===== src/rtl/object_plotter_if.sv =====
// object_plotter_if
//   Groups the request and pixel signals between the game-logic stage (master)
//   and the object plotter (slave).
//   Request side : startPlot, object, newX/newY, oldX/oldY, sizeX/sizeY
//   Pixel side   : vga_x, vga_y, vga_colour, vga_plot
//   Status side  : busy, done
interface object_plotter_if;
   logic       startPlot;
   logic [1:0] object;
   logic [7:0] newX;
   logic [6:0] newY;
   logic [7:0] oldX;
   logic [6:0] oldY;
   logic [7:0] sizeX;
   logic [6:0] sizeY;
   logic [7:0] vga_x;
   logic [6:0] vga_y;
   logic [2:0] vga_colour;
   logic       vga_plot;
   logic       busy;
   logic       done;

   modport master (
      output startPlot, object, newX, newY, oldX, oldY, sizeX, sizeY,
      input  vga_x, vga_y, vga_colour, vga_plot, busy, done
   );

   modport slave (
      input  startPlot, object, newX, newY, oldX, oldY, sizeX, sizeY,
      output vga_x, vga_y, vga_colour, vga_plot, busy, done
   );
endinterface


===== src/rtl/object_plotter.sv =====
// object_plotter
//   Rasterises one object update per startPlot request, one pixel per clock.
//   Ball/paddle: erase old rectangle, then draw new one. Brick: erase only.
//   Ports:
//     clk   - system clock
//     reset - asynchronous, active-high reset
//     bus   - object_plotter_if.slave (request in, pixel stream and status out)
//
//   state  | meaning
//   IDLE   | waiting for startPlot
//   ERASE  | emitting background pixels over the erase rectangle
//   DRAW   | emitting object-coloured pixels over the new rectangle
//   FINISH | one-cycle done pulse, then back to IDLE
module object_plotter #(
   parameter logic [8:0] MAX_X         = 9'd159,
   parameter logic [7:0] MAX_Y         = 8'd119,
   parameter logic [2:0] BG_COLOUR     = 3'b000,
   parameter logic [2:0] BALL_COLOUR   = 3'b111,
   parameter logic [2:0] PADDLE_COLOUR = 3'b010,
   parameter logic [1:0] BALL_OBJ      = 2'b00,
   parameter logic [1:0] PADDLE_OBJ    = 2'b01,
   parameter logic [1:0] BLOCK_OBJ     = 2'b10,
   parameter logic [1:0] NO_OBJ        = 2'b11
) (
   input logic              clk,
   input logic              reset,
   object_plotter_if.slave  bus
);

   typedef enum logic [1:0] {IDLE, ERASE, DRAW, FINISH} state_t;

   state_t     state, stateNext;
   logic [7:0] xo, xoNext;
   logic [6:0] yo, yoNext;
   logic [1:0] objReg;
   logic [7:0] newXReg, oldXReg, sizeXReg;
   logic [6:0] newYReg, oldYReg, sizeYReg;

   // State and counters describe the pixel currently on the outputs; the
   // output registers are loaded with the pixel of the next state/counters so
   // the first pixel appears in the cycle right after the capture edge.
   logic       capture;
   logic [1:0] selObj;
   logic [7:0] srcNewX, srcOldX, originX;
   logic [6:0] srcNewY, srcOldY, originY;
   logic [8:0] sumX;
   logic [7:0] sumY;
   logic [2:0] colourNext;
   logic       pixelNext;

   assign capture = (state == IDLE) && bus.startPlot;

   always_comb begin
      stateNext = state;
      xoNext    = xo;
      yoNext    = yo;
      case (state)
         IDLE: begin
            if (bus.startPlot) begin
               xoNext = 8'd0;
               yoNext = 7'd0;
               if (bus.object == NO_OBJ || bus.sizeX == 8'd0 || bus.sizeY == 7'd0)
                  stateNext = FINISH;
               else
                  stateNext = ERASE;
            end
         end
         ERASE, DRAW: begin
            if (xo == sizeXReg - 8'd1) begin
               xoNext = 8'd0;
               if (yo == sizeYReg - 7'd1) begin
                  yoNext = 7'd0;
                  if (state == ERASE && objReg != BLOCK_OBJ)
                     stateNext = DRAW;
                  else
                     stateNext = FINISH;
               end else begin
                  yoNext = yo + 7'd1;
               end
            end else begin
               xoNext = xo + 8'd1;
            end
         end
         FINISH: stateNext = IDLE;
         default: stateNext = IDLE;
      endcase
   end

   // On the capture edge the registered copies are not yet valid, so the
   // first pixel is built straight from the request inputs.
   always_comb begin
      selObj  = capture ? bus.object : objReg;
      srcNewX = capture ? bus.newX   : newXReg;
      srcNewY = capture ? bus.newY   : newYReg;
      srcOldX = capture ? bus.oldX   : oldXReg;
      srcOldY = capture ? bus.oldY   : oldYReg;
      if (stateNext == DRAW || selObj == BLOCK_OBJ) begin
         originX = srcNewX;
         originY = srcNewY;
      end else begin
         originX = srcOldX;
         originY = srcOldY;
      end
      sumX = {1'b0, originX} + {1'b0, xoNext};
      sumY = {1'b0, originY} + {1'b0, yoNext};
      if (stateNext == ERASE)
         colourNext = BG_COLOUR;
      else if (selObj == BALL_OBJ)
         colourNext = BALL_COLOUR;
      else if (selObj == PADDLE_OBJ)
         colourNext = PADDLE_COLOUR;
      else
         colourNext = BG_COLOUR;
      pixelNext = (stateNext == ERASE) || (stateNext == DRAW);
   end

   always_ff @(posedge clk or posedge reset) begin
      if (reset) begin
         state          <= IDLE;
         xo             <= 8'd0;
         yo             <= 7'd0;
         objReg         <= 2'd0;
         newXReg        <= 8'd0;
         newYReg        <= 7'd0;
         oldXReg        <= 8'd0;
         oldYReg        <= 7'd0;
         sizeXReg       <= 8'd0;
         sizeYReg       <= 7'd0;
         bus.vga_x      <= 8'd0;
         bus.vga_y      <= 7'd0;
         bus.vga_colour <= 3'd0;
         bus.vga_plot   <= 1'b0;
         bus.busy       <= 1'b0;
         bus.done       <= 1'b0;
      end else begin
         state <= stateNext;
         xo    <= xoNext;
         yo    <= yoNext;
         if (capture) begin
            objReg   <= bus.object;
            newXReg  <= bus.newX;
            newYReg  <= bus.newY;
            oldXReg  <= bus.oldX;
            oldYReg  <= bus.oldY;
            sizeXReg <= bus.sizeX;
            sizeYReg <= bus.sizeY;
         end
         if (pixelNext) begin
            bus.vga_x      <= sumX[7:0];
            bus.vga_y      <= sumY[6:0];
            bus.vga_colour <= colourNext;
         end
         // Off-screen pixels still take their cycle but are never written.
         bus.vga_plot <= pixelNext && (sumX <= MAX_X) && (sumY <= MAX_Y);
         bus.busy     <= pixelNext;
         bus.done     <= (stateNext == FINISH);
      end
   end

endmodule


===== src/flat_wrapper.sv =====
// flat-port wrapper written by rule: the top's interface ports become plain ports
module object_plotter_flat 
#(
   parameter logic [8:0] MAX_X         = 9'd159,
   parameter logic [7:0] MAX_Y         = 8'd119,
   parameter logic [2:0] BG_COLOUR     = 3'b000,
   parameter logic [2:0] BALL_COLOUR   = 3'b111,
   parameter logic [2:0] PADDLE_COLOUR = 3'b010,
   parameter logic [1:0] BALL_OBJ      = 2'b00,
   parameter logic [1:0] PADDLE_OBJ    = 2'b01,
   parameter logic [1:0] BLOCK_OBJ     = 2'b10,
   parameter logic [1:0] NO_OBJ        = 2'b11
)
  (clk, reset, bus_startPlot, bus_object, bus_newX, bus_newY, bus_oldX, bus_oldY, bus_sizeX, bus_sizeY, bus_vga_x, bus_vga_y, bus_vga_colour, bus_vga_plot, bus_busy, bus_done);
  object_plotter_if bus_i ();
  input logic clk;
  input logic reset;
  input wire logic [$bits(bus_i.startPlot)-1:0] bus_startPlot;
  input wire logic [$bits(bus_i.object)-1:0] bus_object;
  input wire logic [$bits(bus_i.newX)-1:0] bus_newX;
  input wire logic [$bits(bus_i.newY)-1:0] bus_newY;
  input wire logic [$bits(bus_i.oldX)-1:0] bus_oldX;
  input wire logic [$bits(bus_i.oldY)-1:0] bus_oldY;
  input wire logic [$bits(bus_i.sizeX)-1:0] bus_sizeX;
  input wire logic [$bits(bus_i.sizeY)-1:0] bus_sizeY;
  output wire logic [$bits(bus_i.vga_x)-1:0] bus_vga_x;
  output wire logic [$bits(bus_i.vga_y)-1:0] bus_vga_y;
  output wire logic [$bits(bus_i.vga_colour)-1:0] bus_vga_colour;
  output wire logic [$bits(bus_i.vga_plot)-1:0] bus_vga_plot;
  output wire logic [$bits(bus_i.busy)-1:0] bus_busy;
  output wire logic [$bits(bus_i.done)-1:0] bus_done;
  assign bus_i.startPlot = bus_startPlot;
  assign bus_i.object = bus_object;
  assign bus_i.newX = bus_newX;
  assign bus_i.newY = bus_newY;
  assign bus_i.oldX = bus_oldX;
  assign bus_i.oldY = bus_oldY;
  assign bus_i.sizeX = bus_sizeX;
  assign bus_i.sizeY = bus_sizeY;
  assign bus_vga_x = bus_i.vga_x;
  assign bus_vga_y = bus_i.vga_y;
  assign bus_vga_colour = bus_i.vga_colour;
  assign bus_vga_plot = bus_i.vga_plot;
  assign bus_busy = bus_i.busy;
  assign bus_done = bus_i.done;
  object_plotter #(.MAX_X(MAX_X), .MAX_Y(MAX_Y), .BG_COLOUR(BG_COLOUR), .BALL_COLOUR(BALL_COLOUR), .PADDLE_COLOUR(PADDLE_COLOUR), .BALL_OBJ(BALL_OBJ), .PADDLE_OBJ(PADDLE_OBJ), .BLOCK_OBJ(BLOCK_OBJ), .NO_OBJ(NO_OBJ)) u_core (.clk(clk), .reset(reset), .bus(bus_i));
endmodule

===== config.mk =====
export PLATFORM = sky130hd
export DESIGN_NAME = object_plotter_flat
export DESIGN_NICKNAME = d
export VERILOG_FILES = /design/src/rtl/object_plotter_if.sv /design/src/rtl/object_plotter.sv /design/src/flat_wrapper.sv
export SDC_FILE = /design/constraint.sdc
export NUM_CORES = 1
export LEC_CHECK = 0
export CAP_MARGIN = 25
export CORE_ASPECT_RATIO = 1.1
export CORE_MARGIN = 2
export CORE_UTILIZATION = 50
export CTS_CLUSTER_DIAMETER = 30
export DETAILED_ROUTE_END_ITERATION = 10
export PLACE_DENSITY = 0.77
export SKIP_CTS_REPAIR_TIMING = 1
export SLEW_MARGIN = 40
export SYNTH_ARGS = -nofsm -noshare
export SYNTH_HDL_FRONTEND = slang
export SYNTH_SLANG_ARGS = --single-unit

===== constraint.sdc =====
create_clock -name clk -period 5.3 [get_ports clk]
set_clock_uncertainty 0.15 [all_clocks]
set_input_delay 1.06 -clock clk [delete_from_list [all_inputs] [get_ports clk]]
set_output_delay 1.06 -clock clk [all_outputs]
set_load 0.005 [all_outputs]

==> results_dict.tcl, run 1 <==
set metrics [dict create \
    use_met3 0.0448 \
    criticalPathCategory "reg -> reg" \
    core_um2 9440 \
    rrSetupSlack_ns 0.22 \
    worst_pin_slew_ns 0.606 \
    die_area_um2 10600 \
    cts-root-buf "clkbuf_8" \
    yosys_warnings 0 \
    worstHoldPathCells 2 \
    cts.htree.levels 3 \
    grt_max_degree 47 \
    tns_ns 0 \
    clk_latency_ns 0.36 \
    grt.total_usage 0.222 \
    portBuffers 70 \
    dpl.hpwl_mm 8.44 \
    fp.dieH_um 108 \
    arrival_ns 5.21 \
    r2r-start "u_core.sizeXReg[0]" \
    final_design_area_no_fill_um2 6080 \
    preCtsSetupSlack_ns -0.131 \
    finalWorstSetupSlack_ns 0.221 \
    hold_end "u_core.bus.vga_x[7]" \
    outcome "finished, final reports clean" \
    clk_path_buf_depth 2 \
    postSynthCellCount 469 \
    area_delta_synth_final_pct 24.8 \
    antennaDiodeCount 0 \
    post_layout_nonfiller_instances 674 \
    fin_nets 629 \
    die_x_um 98.2 \
    worst_path_most_repeated_cell "buf_4" \
    drive_gt1_frac 0.217 \
    ant_nets 0 \
    met2_usage 0.360 \
    design.portCount 71 \
    fillers 764 \
    start_util 0.516 \
    yosysTopAreaCell "dfrtp_1" \
    ir_drop_uv 126 \
    crit_buf_inv 5 \
    syn_nets 546 \
    crit_path_end_kind "register" \
    timing_hold_violations_final 0 \
    grt_pass1_wl_mm 18.7 \
    drc_errors 0 \
    num_rows 37 \
    period_share 0.958 \
    setup_viol 0 \
    place_area_um2 5770 \
    worstPathMaxFanout 6 \
    startpoint_type "register" \
    min_from "u_core.bus.vga_x[7]" \
    multi_input_area_um2 2630 \
    synth_area_per_cell_um2 10.4 \
    hold_class "reg -> reg" \
    power_density_nw_per_um2 198 \
    clock.fmax_mhz 197 \
    first_pass_iters 4 \
    async_reset_ff_frac 1.00 \
    synth.distinct_cells 56 \
    grt_use_met1 0.301 \
    synth-seq-cells 84 \
    ys_seq_area_frac 0.431 \
    placed_cells 653 \
    gp_congestion 0.885 \
    routed_wl_mm 11.5 \
    synth_edf_count 0 \
    slew_viol_final 0 \
    r2r-end "u_core.bus.vga_plot" \
    critPathMaxStageDelay_ns 0.43 \
    detail_route.vias_per_cell 5.70 \
    yosysTopAreaCellShare 0.431 \
    num_vias 3843 \
    seqCellArea_um2 2100 \
    antenna_found_initial 0 \
    cts_tree "built" \
    crit_family "compound AO/OA/AOI/OAI gates" \
    grt_overflow 0 \
    cap_violations 0 \
    fin_util 0.644 \
    cp_data_required_time_ns 5.43 \
    cpMaxStageDelayCell "dfrtp_2" \
    synth-main-ff-cell "dfrtp_1" \
    cts_buffers 9 \
    leakage_nw 2.76 \
    synthTopCellsByArea "dfrtp_1 (43%), mux2_2 (13%), ha_1 (6.4%), o21ai_0 (3.4%), xnor2_1 (2.7%)" \
    syn_area_um2 4880 \
    cts.sink_count 84 \
    reg2reg_depth 25 \
    drt_iter0_drc 179 \
    grt-busiest-layer "met2" \
    grt_pass1_vias 3809 \
    wl_per_cell_um 17.0 \
    path_clk_slew_ns 0.09 \
    max_slew_margin 0.596 \
    post-route-min-period_ns 5.08 \
]
==> cell type report <==
type / instances / share of cell area
multi-input cells: 337 / 0.433
inverters: 27 / 0.0171
repair buffers: 93 / 0.144
clock buffers: 9 / 0.0204
clock inverters: 7 / 0.0162
well taps: 117 / 0.0241
flip-flops and latches: 84 / 0.346
==> metrics by stage <==
stage                     hold slack (ns)  power, mW
after floorplan                     0.295      0.664
after global placement              0.327      0.708
after detailed placement            0.326      0.709
after CTS                           0.348       1.22
after global routing                0.375       1.25
final                               0.348       1.21
==> routing by layer <==
layer | up-vias | share of wire
met2 | 107 | 0.48
met1 | 1873 | 0.45
li1 | 1850 | -
met3 | 13 | 0.048
met4 | 0 | 0.015
met5 | - | 0
==> cell families after synthesis <==
group | after synthesis | share of synthesized area
xor gates and xnor gates | 25 | 0.0449
adders and majority gates | 27 | 0.0724
buffers and inverters | 48 | 0.0400
muxes | 61 | 0.140
and+or+nand+nor | 119 | 0.130
AOI/OAI and AO/OA | 105 | 0.142
DFF | 84 | 0.431
==> power by group <==
group | leakage [nW] | internal [mW] | switching [mW]
clock | 0.110 | 0.268 | 0.242
sequential | 1.03 | 0.640 | 0
combinational | 1.61 | 0.0334 | 0.0218
total | 2.76 | 0.941 | 0.264
==> synthesized netlist by cell type, types with 3 or more instances <==
master,number
a211oi_1,3
a21o_1,7
a21oi_1,19
a22o_1,5
a31oi_1,10
buf_2,3
clkbuf_1,15
dfrtp_1,84
ha_1,25
inv_1,27
mux2_2,57
mux2i_1,4
nand2_1,34
nand2b_1,8
nand3_1,11
nand3b_1,3
nor2_1,15
nor2b_1,6
nor3_1,11
nor4_1,7
o211ai_1,4
o21a_1,4
o21ai_0,33
o21bai_1,4
o31a_1,3
or3_1,5
xnor2_1,15
xor2_1,10
==> placed cells by master, fill, tap and decap left out, drive strengths merged, types with 15 or more instances in the layout <==
| master | instances |
|---|---|
| dfrtp | 84 |
| inv | 28 |
| clkdlybuf4s50 | 70 |
| nor2 | 15 |
| a21oi | 19 |
| buf | 23 |
| ha | 25 |
| mux2 | 57 |
| xnor2 | 15 |
| nand2 | 35 |
| o21ai | 33 |
==> sequential cells by signal, indices dropped and copies added, names as in the netlist, 2 cells and up <==
name,flops
u_core.newXReg,8
u_core.oldXReg,8
u_core.xo,8
u_core.state,2
u_core.oldYReg,7
u_core.sizeXReg,8
u_core.bus.vga_colour,2
u_core.bus.vga_x,8
u_core.bus.vga_y,7
u_core.sizeYReg,7
u_core.yo,7
u_core.objReg,2
u_core.newYReg,7
==> tightest hold or removal path, delay by kind of cell (launching register included) <==
kind / cells / cell delay [ns]
flip-flops: 1 / 0.35
AND/OR/NAND/NOR: 1 / 0.05
AO/OA/AOI/OAI: 1 / 0.06
==> how the worst max path moves through the flow <==
stage | startpoint | cells past startpoint | slack (ns) | endpoint
floorplan | u_core.sizeYReg[0] | 23 | 0.03 | u_core.bus.vga_y[6]
CTS | u_core.sizeYReg[1] | 23 | -0.008 | u_core.bus.vga_plot
global placement | bus_sizeY[3] | 21 | 0.05 | u_core.bus.vga_plot
global route | u_core.sizeXReg[0] | 25 | -0.04 | u_core.bus.vga_plot
detailed placement | bus_sizeY[3] | 21 | -0.13 | u_core.bus.vga_plot
finish | u_core.sizeXReg[0] | 25 | 0.22 | u_core.bus.vga_plot
Note: power is estimated with default switching activity, not from simulation.
==> run 2: changes to the inputs <==
--- a/config.mk
+++ b/config.mk
@@ -6,12 +6,14 @@
 export NUM_CORES = 1
 export LEC_CHECK = 0
 export CAP_MARGIN = 25
+export CELL_PAD_IN_SITES_DETAIL_PLACEMENT = 0
+export CELL_PAD_IN_SITES_GLOBAL_PLACEMENT = 1
 export CORE_ASPECT_RATIO = 1.1
 export CORE_MARGIN = 2
-export CORE_UTILIZATION = 50
+export CORE_UTILIZATION = 39
 export CTS_CLUSTER_DIAMETER = 30
 export DETAILED_ROUTE_END_ITERATION = 10
-export PLACE_DENSITY = 0.77
+export PLACE_DENSITY_LB_ADDON = 0.1
 export SKIP_CTS_REPAIR_TIMING = 1
 export SLEW_MARGIN = 40
 export SYNTH_ARGS = -nofsm -noshare
==> run 2 against run 1 <==
Wire length increased by 5.5%. Sequential cell count unchanged. Clock power grew 34%. Utilization decreased by 13 points. Combinational power down 2%. Setup slack better by 0.094 ns. Critical path type unchanged. Critical endpoint unchanged.
==> results_dict.tcl, run 2 (same netlist as run 1, synthesis figures left out) <==
set metrics [dict create \
    outcome "finished, final reports clean" \
    clk_path_buf_depth 2 \
    final_cell_mix "dfrtp_1 (82), clkdlybuf4s50_1 (70), mux2_2 (57)" \
    antennaDiodeCount 0 \
    tns_ns 0 \
    die_x_um 111 \
    max_slew_margin 0.532 \
    timing_hold_violations_final 0 \
    power_density_nw_per_um2 221 \
    cap_violations 0 \
    dpl.hpwl_mm 8.97 \
    worst_pin_slew_ns 0.702 \
    rrSetupSlack_ns 0.31 \
    startpoint_type "register" \
    clock.fmax_mhz 201 \
    core_um2 12100 \
    area_delta_synth_final_pct 27.9 \
    period_share 0.941 \
    cts.sink_count 84 \
    worstPathMaxFanout 5 \
    num_rows 42 \
    antenna_found_initial 0 \
    cts_buffers 9 \
    slew_viol_final 0 \
    detail_route.vias_per_cell 5.31 \
    preCtsSetupSlack_ns -0.0635 \
    crit_buf_inv 3 \
    grt_pass1_wl_mm 19.9 \
    fp.dieH_um 121 \
    r2r-end "u_core.bus.vga_plot" \
    p_total_mw 1.38 \
    leakage_nw 2.82 \
    fin_util 0.514 \
    die_area_um2 13400 \
    start_util 0.402 \
    worstHoldPathCells 2 \
    path_clk_slew_ns 0.07 \
    r2r-start "u_core.sizeXReg[0]" \
    rsz0062_at_grt "no" \
    fin_nets 633 \
    drive_gt1_frac 0.212 \
    hold_end "u_core.bus.vga_x[3]" \
    routed_wl_mm 12.1 \
    path_cells "buf_4, or2_2, or3_4, a2bb2oi_4, nand2_2, buf_4, or3_4, and3_4, a311oi_2, ha_2, a21oi_4, mux2_2, ha_1, inv_1, fa_1, nor2b_1, o21a_1, o21ai_1, a21oi_1, nor4_1, o21ai_0, a311oi_1" \
    grt.total_usage 0.188 \
    critPathMaxStageDelay_ns 0.39 \
    gp_congestion 0.841 \
    design.portCount 71 \
    crit_family "simple AND/OR/NAND/NOR gates" \
    wl_per_cell_um 16.9 \
    portBuffers 70 \
    grt_overflow 0 \
    arrival_ns 5.09 \
    grt_max_degree 54 \
    ant_nets 0 \
    cts_tree "built" \
    reg2reg_depth 22 \
    post-route-min-period_ns 4.99 \
    cts-root-buf "clkbuf_16" \
    num_vias 3796 \
    drc_errors 0 \
    drt_iter0_drc 162 \
    hold_class "reg -> reg" \
    cts.htree.levels 3 \
    clk_latency_ns 0.35 \
    finalWorstSetupSlack_ns 0.314 \
    cpMaxStageDelayCell "or3_4" \
    first_pass_iters 4 \
    crit_path_end_kind "register" \
    min_from "u_core.bus.vga_x[3]" \
    criticalPathCategory "reg -> reg" \
    cp_data_required_time_ns 5.41 \
    post_layout_nonfiller_instances 715 \
    final_common_cell "dfrtp_1" \
    setup_viol 0 \
    placed_cells 692 \
    ir_drop_uv 206 \
    grt_pass1_vias 3966 \
]
run 2: cell count changes in the layout (fill, tap and decap cells not counted), sizes merged:
cell      before  now
buf           23   27
inv           28   26
clkbuf         9   10
clkinvlp       1    2
run 2: power by group:
group	internal, mW	switching [mW]	total, mW	leakage, nW
sequential	0.641	0	0.641	1.03
combinational	0.0330	0.0213	0.0543	1.64
clock	0.413	0.269	0.682	0.149
run 2: worst register-to-register path: cells and delay by family, from the launching register on:
kind / cells / cell delay, ns
simple gates: 7 / 1.64
compound gates: 8 / 1.40
fa+ha+maj: 3 / 0.64
flops: 1 / 0.38
buf+inv: 3 / 0.37
mux: 1 / 0.31
run 2: worst max path at each step:
stage | from | end | slack, ns | cells after the start
after global routing | u_core.sizeXReg[1] | u_core.bus.vga_plot | 0.005 | 25
after global placement | bus_sizeY[3] | u_core.bus.vga_plot | -0.006 | 21
final | u_core.sizeXReg[0] | u_core.bus.vga_plot | 0.31 | 22
after CTS | u_core.sizeXReg[1] | u_core.bus.vga_plot | -0.01 | 24
after detailed placement | bus_sizeY[2] | u_core.bus.vga_plot | -0.06 | 21
after floorplan | u_core.sizeYReg[0] | u_core.bus.vga_y[6] | 0.03 | 23
run 2: final cells by class:
cell class	count	area (um^2)
well taps	154	193
repair buffers	97	905
flip-flops and latches	84	2100
fillers	1118	5900
clock inverters	6	88.8
clock buffers	10	229
multi-input cells	337	2620
inverters	27	103
run 2: through the flow:
| step | area, um^2 | hold slack, ns |
|---|---|---|
| after floorplan | 4880 | 0.295 |
| after global routing | 6240 | 0.350 |
| after global placement | 5830 | 0.321 |
| after CTS | 6150 | 0.341 |
| after detailed placement | 5830 | 0.326 |
| final | 6240 | 0.335 |
run 2: per-layer routing:
metal	vias up	track usage	routed length, um
met5	-	0	0
met1	1846	0.244	5800
met3	13	0.0340	414
li1	1860	-	-
met2	77	0.315	5690
met4	0	0.0688	187
==> RTL edit (flow settings as in run 1) <==
Encoding of `state_t`: now one-hot (4 bits for 4 states).
--- a/src/rtl/object_plotter.sv
+++ b/src/rtl/object_plotter.sv
@@ -27,7 +27,7 @@
    object_plotter_if.slave  bus
 );
 
-   typedef enum logic [1:0] {IDLE, ERASE, DRAW, FINISH} state_t;
+   typedef enum logic [3:0] {IDLE = 4'b0001, ERASE = 4'b0010, DRAW = 4'b0100, FINISH = 4'b1000} state_t;
 
    state_t     state, stateNext;
    logic [7:0] xo, xoNext;
Check against the original RTL: same outputs for any inputs over 4 cycles, from zero or initial values and one cycle with reset high; so few cycles prove little.
==> RTL edit against run 1 <==
Sequential cell count is 2 higher; setup slack better by 0.090 ns; global-route usage fell by 1.4 points; final cell count shrank 7.9%; area after synthesis fell by 1.2%; routed wire length shrank 9.6%; non-clock buffer count down 12; utilization decreased by 0.94 points; design area decreased by 2.4%; first-iteration DRC count down 14%.
Power is not compared: it rests on default switching activity, and its combinational part moved more than twofold at a synthesized area within 25%.
==> RTL edit: results (changes against run 1) <==
- PortBufs: 70 (unchanged)
- Final wirelength: 10,400 um (was 11,500 um)
- Largest net degree at the start of global routing: 53 (was 47)
- R2R depth: 17 (was 25)
- Hold EP: u_core.newYReg[0] (was u_core.bus.vga_x[7])
- Worst setup endpoint: u_core.bus.vga_y[6] (was u_core.bus.vga_plot)
- RD Place Congestion: 0.814 (was 0.885)
- Global-route wire length before repair: 17,500 um (was 18,700 um)
- Dpl cells: 603 (was 653)
- Num rows: 37 (unchanged)
- Mapped Cells: 421 (was 469)
- Hold slack final: 0.350 ns (was 0.348 ns)
- Critical path fanouts, max: 11 (was 6)
- Crit-path slowest cell: or3b_2 (was dfrtp_2)
- Non-clock buffer count: 81 (was 93)
- Setup slack, reg-to-reg: 0.31 ns (was 0.22 ns)
- Starting DRC count in detailed routing: 154 (was 179)
- Worst-Skew Late Latency: 0.36 ns (about the same)
- Detailed Place HPWL: 7770 um (was 8440 um)
- Seq cells: 86 (was 84)
- CTS clock-pin slew for the worst setup and hold paths: 0.08 ns
- Top post-synthesis cells by area: dfrtp_1, mux2_2, ha_1 (unchanged)
- Crit share post-route: 94.1% (was 95.8%)
- Multi-input gates: 302 (was 337)
- Fill count: 726 (was 764)
- Overall routing resource usage: 20.8% (was 22.2%)
- Async SR Flop Fraction: 100% (unchanged)
- CLK BUF: 13 (was 9)
- CP delay by family, top: compound AO/OA/AOI/OAI gates (unchanged)
- DR vias: 3,500 (was 3,843)
- CP Data Arrival Time: 5.09 ns (was 5.21 ns)
- Dpl ws: 0.321 ns (was -0.131 ns)
- Post-synth top cells: dfrtp_1, mux2_2, o21ai_0, nand2_1 (was dfrtp_1, mux2_2, nand2_1, o21ai_0, inv_1)
- Unique masters post-synth: 63 (was 56)
- Seq/Total Area, Yosys: 44.7% (was 43.1%)
- Non-clk buf share: 13.2% (was 14.4%)
- Nets: 570 (was 629)
- H-tree levels: 3 (unchanged)
- # diodes: 0 (unchanged)
- GRT Residual Overflow: 0 (unchanged)
- Sequential standard cell area: 2150 um2 (was 2100 um2)
- HP Start: u_core.newYReg[0] (was u_core.bus.vga_x[7])
- Vias in the first global route: 3,708 (was 3,809)
- Tightest Pin Transition: 0.726 ns (was 0.606 ns)
- Outcome: complete, no violations (unchanged)
- Layout cells sized above 1: 21.8% (was 21.7%)
- DRT Pass-1 Iters: 4 (unchanged)
- Slowest stage delay, CP: 0.48 ns (was 0.43 ns)
- Clock buffers and inverters, area share: 4.19% (was 3.66%)
- Syn Nets: 492 (was 546)
- HP Class: flip-flop to flip-flop (unchanged)
- Placed Area: 5670 um2 (was 5770 um2)
- Ys Warns: 0 (unchanged)
- DR vias/cell: 5.64 (was 5.70)
- Inverters: 19 (was 27)
- Seq area share: 36.3% (was 34.6%)
- Total CTS buffers: 9 (unchanged)
- Hold path depth: 1 (was 2)
- Fraction of area in multi-input gates: 42.6% (was 43.3%)
==> RTL edit: cell types whose count changed in the layout (fill, tap and decap cells not counted), moves of 7 or more <==
cell,before,now
mux2_4,0,15
buf_4,23,11
nand2_1,34,22
a31oi_1,10,2
inv_1,26,18
o21ai_0,31,24
==> RTL edit: metal layers <==
layer | up-vias | global-route usage [%] | share of wire [%]
li1 | 1676 | - | -
met1 | 1736 | 27.0 | 47
met2 | 74 | 35.5 | 48
met4 | 0 | 8.63 | 1.9
met3 | 14 | 2.54 | 3.2
met5 | - | 0 | 0
==> RTL edit: kinds of logic after synthesis <==
kind of cell	Yosys count	share of synthesized area, %
compound gates	80	11.0
xor+xnor	26	4.73
fa+ha+maj	21	5.77
buf+inv	33	2.99
flops	86	44.7
mux	78	19.3
simple gates	97	11.6
==> RTL edit: where the power goes <==
part / switching, mW / total (mW) / internal (mW)
registers: 0.169 / 1.10 / 0.927
logic: 0.695 / 1.59 / 0.892
clock network: 0.232 / 0.572 / 0.340
